## config.mk

```make
export PLATFORM = sky130hd
export DESIGN_NAME = led_rx
export DESIGN_NICKNAME = d
export VERILOG_FILES = /design/src/rtl/led_link_pkg.sv /design/src/rtl/sync2.sv /design/src/rtl/led_rx.sv
export SDC_FILE = /design/constraint.sdc
export NUM_CORES = 1
export LEC_CHECK = 0
export BUFFER_PORTS_ARGS = -buffer_cell sky130_fd_sc_hd__buf_2
export CAP_MARGIN = 20
export CORE_MARGIN = 2
export CORE_UTILIZATION = 40
export CTS_BUF_LIST = sky130_fd_sc_hd__clkbuf_8 sky130_fd_sc_hd__clkbuf_16
export CTS_CLUSTER_SIZE = 10
export DETAILED_ROUTE_END_ITERATION = 10
export GPL_ROUTABILITY_DRIVEN = 0
export GPL_TIMING_DRIVEN = 0
export SETUP_SLACK_MARGIN = 0.4
export SYNTH_ARGS = -nofsm -noshare
export SYNTH_HDL_FRONTEND = slang
export SYNTH_HIERARCHICAL = 1
export SYNTH_SLANG_ARGS = --single-unit
```

## constraint.sdc

```tcl
create_clock -name sys_clk -period 5.65 [get_ports sys_clk]
set_clock_uncertainty 0.2 [all_clocks]
set_input_delay 0.8475 -clock sys_clk [delete_from_list [all_inputs] [get_ports sys_clk]]
set_output_delay 0.8475 -clock sys_clk [all_outputs]
set_load 0.01 [all_outputs]
```

## src/rtl/led_link_pkg.sv

```systemverilog
// rtl/led_link_pkg.sv - shared types and default timing for the LED nibble link
package led_link_pkg;

  typedef enum logic [1:0] {IDLE, HI, LO} state_t;

  localparam int unsigned SETTLE    = 16;
  localparam int unsigned PHASE_MIN = 20_000_000;
  localparam int unsigned PHASE_MAX = 30_000_000;
  localparam int unsigned NUM       = 25_000_000;
  localparam int unsigned ALL       = 50_000_000;

  // Nibbles travel active-low: a driven-low led line is a logic 1 bit.
  localparam logic [3:0] NIB_DARK = 4'hF;

  function automatic logic [3:0] nib_value(input logic [3:0] raw);
    return ~raw;
  endfunction

endpackage

```

## src/rtl/sync2.sv

```systemverilog
// rtl/sync2.sv - two-flop synchroniser with parameterised width and reset value
module sync2 #(
  parameter int unsigned   W       = 1,
  parameter logic [W-1:0] RST_VAL = '0
) (
  input  logic         clk,
  input  logic         rst_n,
  input  logic [W-1:0] d,
  output logic [W-1:0] q
);

  logic [W-1:0] meta;

  always_ff @(posedge clk or negedge rst_n) begin
    if (!rst_n) begin
      meta <= RST_VAL;
      q    <= RST_VAL;
    end else begin
      meta <= d;
      q    <= meta;
    end
  end

endmodule

```

## src/rtl/led_rx.sv

```systemverilog
// rtl/led_rx.sv - LED nibble link receiver: sync, phase timing check, byte rebuild
module led_rx #(
  parameter int unsigned CNT_W     = 32,
  parameter int unsigned SETTLE    = led_link_pkg::SETTLE,
  parameter int unsigned PHASE_MIN = led_link_pkg::PHASE_MIN,
  parameter int unsigned PHASE_MAX = led_link_pkg::PHASE_MAX
) (
  input  logic       sys_clk,
  input  logic       rst_n,
  input  logic       lec_in,
  input  logic [3:0] led_in,
  output logic [7:0] data,
  output logic       data_valid,
  output logic       frame_err,
  output logic       locked
);
  import led_link_pkg::*;

  localparam logic [CNT_W-1:0] C_SETTLE = CNT_W'(SETTLE);
  localparam logic [CNT_W-1:0] C_MIN    = CNT_W'(PHASE_MIN);
  localparam logic [CNT_W-1:0] C_MAX    = CNT_W'(PHASE_MAX);
  localparam logic [CNT_W-1:0] C_TOUT   = CNT_W'(PHASE_MAX + 1);

  logic             lec_s, lec_d;
  logic [3:0]       led_s;
  logic             fall, rise, lec_edge;
  logic [CNT_W-1:0] cnt;
  logic [3:0]       nib;
  logic             cap;
  logic             stab_err, len_ok, tout, bad;

  state_t     state, state_nxt;
  logic [3:0] hi_nib, hi_nib_nxt;
  logic [7:0] data_nxt;
  logic       dv_nxt, err_nxt, locked_nxt;

  sync2 #(.W(1), .RST_VAL(1'b1)) u_sync_lec (
    .clk(sys_clk), .rst_n(rst_n), .d(lec_in), .q(lec_s)
  );

  sync2 #(.W(4), .RST_VAL(NIB_DARK)) u_sync_led (
    .clk(sys_clk), .rst_n(rst_n), .d(led_in), .q(led_s)
  );

  assign fall     = lec_d & ~lec_s;
  assign rise     = ~lec_d & lec_s;
  assign lec_edge = fall | rise;

  always_ff @(posedge sys_clk or negedge rst_n) begin
    if (!rst_n) begin
      lec_d <= 1'b1;
      cnt   <= '0;
      nib   <= NIB_DARK;
      cap   <= 1'b0;
    end else begin
      lec_d <= lec_s;
      if (lec_edge) begin
        cnt <= CNT_W'(1);
        cap <= 1'b0;
      end else begin
        if (cnt != C_TOUT) cnt <= cnt + 1'b1;
        if (cnt == C_SETTLE) begin
          nib <= led_s;
          cap <= 1'b1;
        end
      end
    end
  end

  // The edge cycle already carries the next phase's nibble, so it is not checked.
  assign stab_err = cap & ~lec_edge & (led_s != nib);
  assign len_ok   = (cnt >= C_MIN) && (cnt <= C_MAX);
  assign tout     = (cnt == C_TOUT);
  assign bad      = stab_err | tout | (lec_edge & ~len_ok);

  always_comb begin
    state_nxt  = state;
    hi_nib_nxt = hi_nib;
    data_nxt   = data;
    dv_nxt     = 1'b0;
    err_nxt    = 1'b0;
    locked_nxt = locked;
    case (state)
      IDLE: if (fall) state_nxt = HI;
      HI: begin
        if (bad) begin
          err_nxt = 1'b1;
        end else if (rise) begin
          hi_nib_nxt = nib_value(nib);
          state_nxt  = LO;
        end
      end
      LO: begin
        if (bad) begin
          err_nxt = 1'b1;
        end else if (fall) begin
          data_nxt   = {hi_nib, nib_value(nib)};
          dv_nxt     = 1'b1;
          locked_nxt = 1'b1;
          state_nxt  = HI;
        end
      end
      default: state_nxt = IDLE;
    endcase
    if (err_nxt) begin
      state_nxt  = IDLE;
      locked_nxt = 1'b0;
    end
  end

  always_ff @(posedge sys_clk or negedge rst_n) begin
    if (!rst_n) begin
      state      <= IDLE;
      hi_nib     <= 4'h0;
      data       <= 8'h00;
      data_valid <= 1'b0;
      frame_err  <= 1'b0;
      locked     <= 1'b0;
    end else begin
      state      <= state_nxt;
      hi_nib     <= hi_nib_nxt;
      data       <= data_nxt;
      data_valid <= dv_nxt;
      frame_err  <= err_nxt;
      locked     <= locked_nxt;
    end
  end

endmodule
```

==> results.json, run 1 <==
{
  "syn_inst": 289,
  "grtUsageTotal": 0.152,
  "grt_overflow": 0,
  "p_comb_frac": 0.169,
  "worst_pin_slew_ns": 0.806,
  "dieArea_sq_um": 8770,
  "maxClockFrequency_ghz": 0.373,
  "cts_resized": 0,
  "ys.flop_type": "dfrtp_1",
  "postCtsSetupRepairBufs": 0,
  "root_buffer": "clkbuf_8",
  "min_period_over_period": 0.474,
  "finalHoldViolations": 0,
  "p_switching_w": 0.000325,
  "ant_nets": 0,
  "synth_top_area_share": 0.389,
  "cp_data_required_time_ns": 5.72,
  "syn_area_per_cell_sq_um": 11.1,
  "grt_pass1_vias": 2100,
  "grt_pass1_wl_microns": 10300,
  "cp-start-kind": "flip-flop",
  "switching_share": 0.288,
  "drt_first_iter_violations": 78,
  "crit_arrival_ns": 2.75,
  "htree_levels": 3,
  "wl_per_cell_microns": 13.8,
  "yosysUniqueCellTypes": 46,
  "power_frac_clock": 0.340,
  "vdd_drop_max_uv": 153,
  "syn_area_sq_um": 3210,
  "dieWidth_microns": 93.6,
  "dp_hpwl_microns": 4080,
  "fin_util": 0.467,
  "nets": 333,
  "crit_path_end_kind": "flip-flop",
  "critPathKind": "reg -> reg",
  "maxCapViolations": 0,
  "async_flop_share": 1.00,
  "yosys.area.top_type": "dfrtp_1",
  "rsz0062_at_grt": "false",
  "drcViolationCount": 0,
  "synth_nets": 305,
  "vias": 2058,
  "layoutNonFillerInstCount": 424,
  "powerDensity_nw_per_um2": 312,
  "synth-edff-count": 0,
  "p_seq_frac": 0.491,
  "p_int_w": 0.000805,
  "area_growth_syn_to_layout_pct": 12.8,
  "routed_wl_microns": 5840,
  "clk-insertion-delay-late_ns": 0.34,
  "hold_path.class": "reg -> reg",
  "synth_seq_cells": 65,
  "relSlewSlack": 0.463,
  "status": "finished clean",
  "num_rows": 32,
  "antenna_found_initial": 0,
  "fillers": 744,
  "numPortBuffers": 17,
  "clk_pin_slew_ns": 0.08,
  "die_h_microns": 93.6,
  "rrSetupSlack_ns": 2.97,
  "post-place-cells": 408,
  "slew_violations": 0,
  "io_pins": 18,
  "tritoncts": "built",
  "hold_buffers": 0,
  "clockBufferDepth": 2,
  "synthTopCellsByArea": "dfrtp_1, dfstp_2, xnor2_1",
  "leakagePower_nw": 1.69,
  "initial_core_util": 0.414,
  "cp_max_fo": 7,
  "via_per_inst": 4.85,
  "fin_setup_tns_ns": 0,
  "antenna-diode-count": 0,
  "core_sq_um": 7770,
  "grt_max_degree": 66,
  "synth.yosys.seq_area_share": 0.512,
  "setup_viol": 0,
  "period_needed_ns": 2.68,
  "drive_gt1_frac": 0.233,
  "cts.sinks": 65,
  "ys_warn_count": 6,
  "dr.pass1.iters": 4,
  "cts_made_buffers": 9
}
-- power by group through the flow --
stage	clock (W)	combinational, W	sequential, W
final	0.000385	0.000191	0.000555
after global routing	0.000414	0.000219	0.000564
after CTS	0.000396	0.000195	0.000556
after detailed placement	0	0.000194	0.000564
after global placement	0	0.000189	0.000562
after floorplan	0	0.000119	0.000570
-- final cells by class --
type                       instances  area (sq um)  share of cell area
inverter                          19          71.3              0.0197
multi-input combinational        199          1470               0.404
timing repair buffer              17          87.6              0.0242
buffer                             6          32.5             0.00897
clock buffer                      11           163              0.0449
clock inverter                     5          32.5             0.00897
sequential                        65          1650               0.454
tap                              102           128              0.0352
-- logic make-up (layout without fill, tap and decap cells) --
| logic type | Yosys count | count (layout) | synth area share |
|---|---|---|---|
| simple gates | 120 | 120 | 0.220 |
| flops | 65 | 65 | 0.512 |
| xor+xnor | 31 | 31 | 0.0845 |
| compound gates | 21 | 21 | 0.0529 |
| fa+ha+maj | 9 | 9 | 0.0350 |
| mux | 18 | 18 | 0.0638 |
| buf+inv | 25 | 58 | 0.0323 |
-- routing by layer --
metal / vias up / global-route usage / wire, microns
met4: 0 / 0.0761 / 109
met3: 8 / 0.0242 / 138
met2: 23 / 0.233 / 2700
li1: 1042 / - / -
met5: - / 0 / 0
met1: 985 / 0.211 / 2890
-- metrics by stage --
stage / worst slack (ns) / cell area [sq um] / hold slack (ns) / power [W]
6_report: 2.97 / 3620 / 0.155 / 0.00113
5_1_grt: 2.82 / 3620 / 0.166 / 0.00120
4_1_cts: 2.94 / 3620 / 0.160 / 0.00115
3_5_place_dp: 2.96 / 3430 / 0.147 / 0.000757
3_3_place_gp: 2.97 / 3430 / 0.146 / 0.000750
2_1_floorplan: 3.24 / 3210 / 0.145 / 0.000689
-- cells in the mapped netlist, drive strengths merged (2+ instances only) --
| cell type | number |
|---|---|
| dfstp | 15 |
| dfrtp | 50 |
| a21oi | 4 |
| nand3 | 17 |
| or4 | 2 |
| nor3 | 7 |
| ha | 9 |
| a21o | 2 |
| and3 | 11 |
| o21ai | 5 |
| mux2 | 8 |
| nand2 | 21 |
| mux2i | 10 |
| buf | 3 |
| xor2 | 13 |
| nor4 | 7 |
| inv | 19 |
| a211o | 2 |
| clkbuf | 3 |
| nand4 | 4 |
| xnor2 | 18 |
| nor2 | 39 |
| and2 | 4 |
| or3 | 3 |
-- cell usage in the layout (no fill, tap or decap), types with 2 or more instances in the layout --
cell	n
dfrtp_1	50
nand4_1	3
nand3_1	16
and2_1	4
nor2_1	39
mux2_4	4
inv_4	3
mux2_2	4
clkbuf_1	3
a21oi_1	4
xnor2_1	18
nand2_1	21
a21o_1	2
dfstp_2	15
nor4_4	3
inv_1	19
xor2_1	13
o21ai_0	5
nor3_1	6
clkbuf_8	10
buf_2	18
mux2i_1	10
or3_1	3
and3_1	10
nor4_2	4
ha_1	9
-- path summary, 6_finish.rpt --
kind / start / cells after the start / endpoint
max in group asynchronous: rst_n / 1 / cnt[5]
hold / removal: u_sync_lec/meta / 0 / u_sync_lec/q
setup reg to reg: u_sync_lec/q / 6 / nib[3]
min in group asynchronous: rst_n / 1 / cnt[10]
setup / recovery: u_sync_lec/q / 6 / nib[3]
hold reg to reg: u_sync_lec/meta / 0 / u_sync_lec/q
-- sequential cells by signal (all words and copies together) (netlist names) --
name / flops
cap: 1
cnt: 32
data: 8
data_valid: 1
frame_err: 1
hi_nib: 4
lec_d: 1
locked: 1
nib: 4
state: 2
u_sync_lec/meta: 1
u_sync_lec/q: 1
u_sync_led/meta: 4
u_sync_led/q: 4
-- worst max-delay path: stages (launching register included) --
cell,delay (ns)
dfstp_2,0.56
inv_1,0.05
ha_1,0.41
inv_1,0.13
or4_4,0.56
nor4_4,0.31
mux2_2,0.39
(Power assumes the default switching activity.)
==> inputs of run 2 (changes only) <==
Clock period 5.65 ns to 2.8 ns, I/O delays scaled along.
==> run 2 against run 1 <==
Compared with the run above: via count grew 9.2%; clock power is 100% higher; first-iteration DRC count down 1.3%; total power is 110% higher; critical path type unchanged; sequential share of layout area down 4.3 points.
==> results.json, run 2 (synthesis results as in run 1) <==
{
  "drive_gt1_frac": 0.324,
  "grt_max_degree": 66,
  "via_per_inst": 4.98,
  "drcViolationCount": 0,
  "layout_commonest_cell": "dfrtp_1",
  "maxClockFrequency_ghz": 0.397,
  "dieWidth_microns": 93.6,
  "hold_path.class": "reg -> reg",
  "grt_pass1_vias": 2270,
  "clockBufferDepth": 2,
  "fin_area_sq_um": 4020,
  "regMostFlops": "cnt",
  "dieArea_sq_um": 8770,
  "area_growth_syn_to_layout_pct": 25.1,
  "worst_pin_slew_ns": 0.799,
  "status": "finished clean",
  "min_period_over_period": 0.900,
  "root_buffer": "clkbuf_8",
  "largest_reg_flops": 32,
  "cp_data_required_time_ns": 2.83,
  "crit_chain": "nor3b_4 -> nand4_4 -> nor4_4 -> nor3_4 -> nor2_4 -> and3_4 -> buf_12 -> mux2_4",
  "crit_arrival_ns": 2.55,
  "reg2regPathDepth": 8,
  "core_sq_um": 7770,
  "fin_setup_tns_ns": 0,
  "rrSetupSlack_ns": 0.28,
  "leakagePower_nw": 1.86,
  "crit_path_end_kind": "flip-flop",
  "cp-start-kind": "flip-flop",
  "reg_top3": "cnt x32, data x8",
  "p_int_w": 0.00164,
  "grtUsageTotal": 0.163,
  "p_switching_w": 0.000706,
  "final_cell_mix": "dfrtp_1, nor2_1, nand2_1",
  "relSlewSlack": 0.468,
  "rsz0062_at_grt": "true",
  "io_pins": 18,
  "dr.pass1.iters": 4,
  "vdd_drop_max_uv": 497,
  "r2r_start": "cnt[17]",
  "vias": 2247,
  "power_frac_clock": 0.330,
  "cts_made_buffers": 9,
  "numPortBuffers": 17,
  "initial_core_util": 0.414,
  "p_seq_frac": 0.478,
  "tritoncts": "built",
  "ant_nets": 0,
  "switching_share": 0.301,
  "slowest_stage": "dfrtp_1",
  "drt_first_iter_violations": 77,
  "grt_overflow": 0,
  "reg2reg_to": "data[6]",
  "cts.sinks": 65,
  "die_h_microns": 93.6,
  "clk-insertion-delay-late_ns": 0.34,
  "clk_pin_slew_ns": 0.08,
  "htree_levels": 3,
  "place_area_sq_um": 3440,
  "min_from": "u_sync_led/meta[3]",
  "nets": 360,
  "critPathKind": "reg -> reg",
  "maxCapViolations": 0,
  "max_stage_delay_ns": 0.47,
  "routed_wl_microns": 6430,
  "setup_viol": 0,
  "period_needed_ns": 2.52,
  "antenna_found_initial": 0,
  "whs_path_depth": 0,
  "finalHoldViolations": 0,
  "slew_violations": 0,
  "antenna-diode-count": 0,
  "num_rows": 32,
  "wl_per_cell_microns": 14.3,
  "grt_pass1_wl_microns": 11100,
  "dp_hpwl_microns": 4050,
  "cp_max_fo": 7,
  "powerDensity_nw_per_um2": 583,
  "p_comb_frac": 0.192,
  "hold_end": "u_sync_led/q[3]"
}
## run 2: worst max-delay path, delay by kind of cell, from the launching register on
| kind | cells | cell delay, ns |
|---|---|---|
| buffers and inverters | 1 | 0.13 |
| flip-flops | 1 | 0.47 |
| multiplexers | 1 | 0.29 |
| AND/OR/NAND/NOR | 6 | 1.31 |
## run 2: stage by stage
step	total power (W)	setup slack, ns	hold slack (ns)	util	cells
finish	0.00235	0.281	0.159	0.518	451
global route	0.00248	0.176	0.163	0.518	451
CTS	0.00236	0.276	0.160	0.501	442
detailed placement	0.00153	0.225	0.148	0.443	408
global placement	0.00152	0.259	0.146	0.443	408
floorplan	0.00139	0.449	-0.0756	-	289
## run 2: worst max-delay path by stage
stage,start,end,slack (ns),cells after the start
floorplan,cnt[28],data[4],0.45,8
global route,cnt[22],data[6],0.18,9
finish,cnt[17],data[6],0.28,8
global placement,u_sync_lec/q,nib[3],0.26,6
detailed placement,cnt[25],data[7],0.23,8
CTS,cnt[9],nib[2],0.28,5
## run 2: layer usage
metal | track usage | up-vias | wire (microns)
met5 | 0 | - | 0
met4 | 0.0857 | 0 | 175
met3 | 0.0306 | 14 | 185
met2 | 0.247 | 34 | 3030
met1 | 0.223 | 1104 | 3050
li1 | - | 1095 | -
## run 2: power groups by stage
stage	logic (W)	registers [W]	clock network, W
final	0.000450	0.00112	0.000774
after global routing	0.000503	0.00114	0.000834
after CTS	0.000440	0.00112	0.000796
after detailed placement	0.000392	0.00114	0
after global placement	0.000384	0.00113	0
after floorplan	0.000242	0.00115	0
## run 2: timing repair
| item | CTS | global route |
|---|---|---|
| cloned | 1 | 0 |
| endpoints found under the setup margin | 20 | 29 |
| buffers inserted | 11 | 9 |
| hold endpoints to repair | 29 | 0 |
| hold buffers | 6 | 0 |
| pin swaps | 8 | 14 |
| gates resized for setup | 24 | 13 |
## run 2: layout make-up
class                   count  area [sq um]
well taps                 102           128
clock inverters             6          46.3
clock buffers              10           149
plain buffers               6          47.5
repair buffers             44           337
inverters                  19          71.3
flip-flops and latches     65          1650
multi-input cells         199          1590
fillers                   720          3740
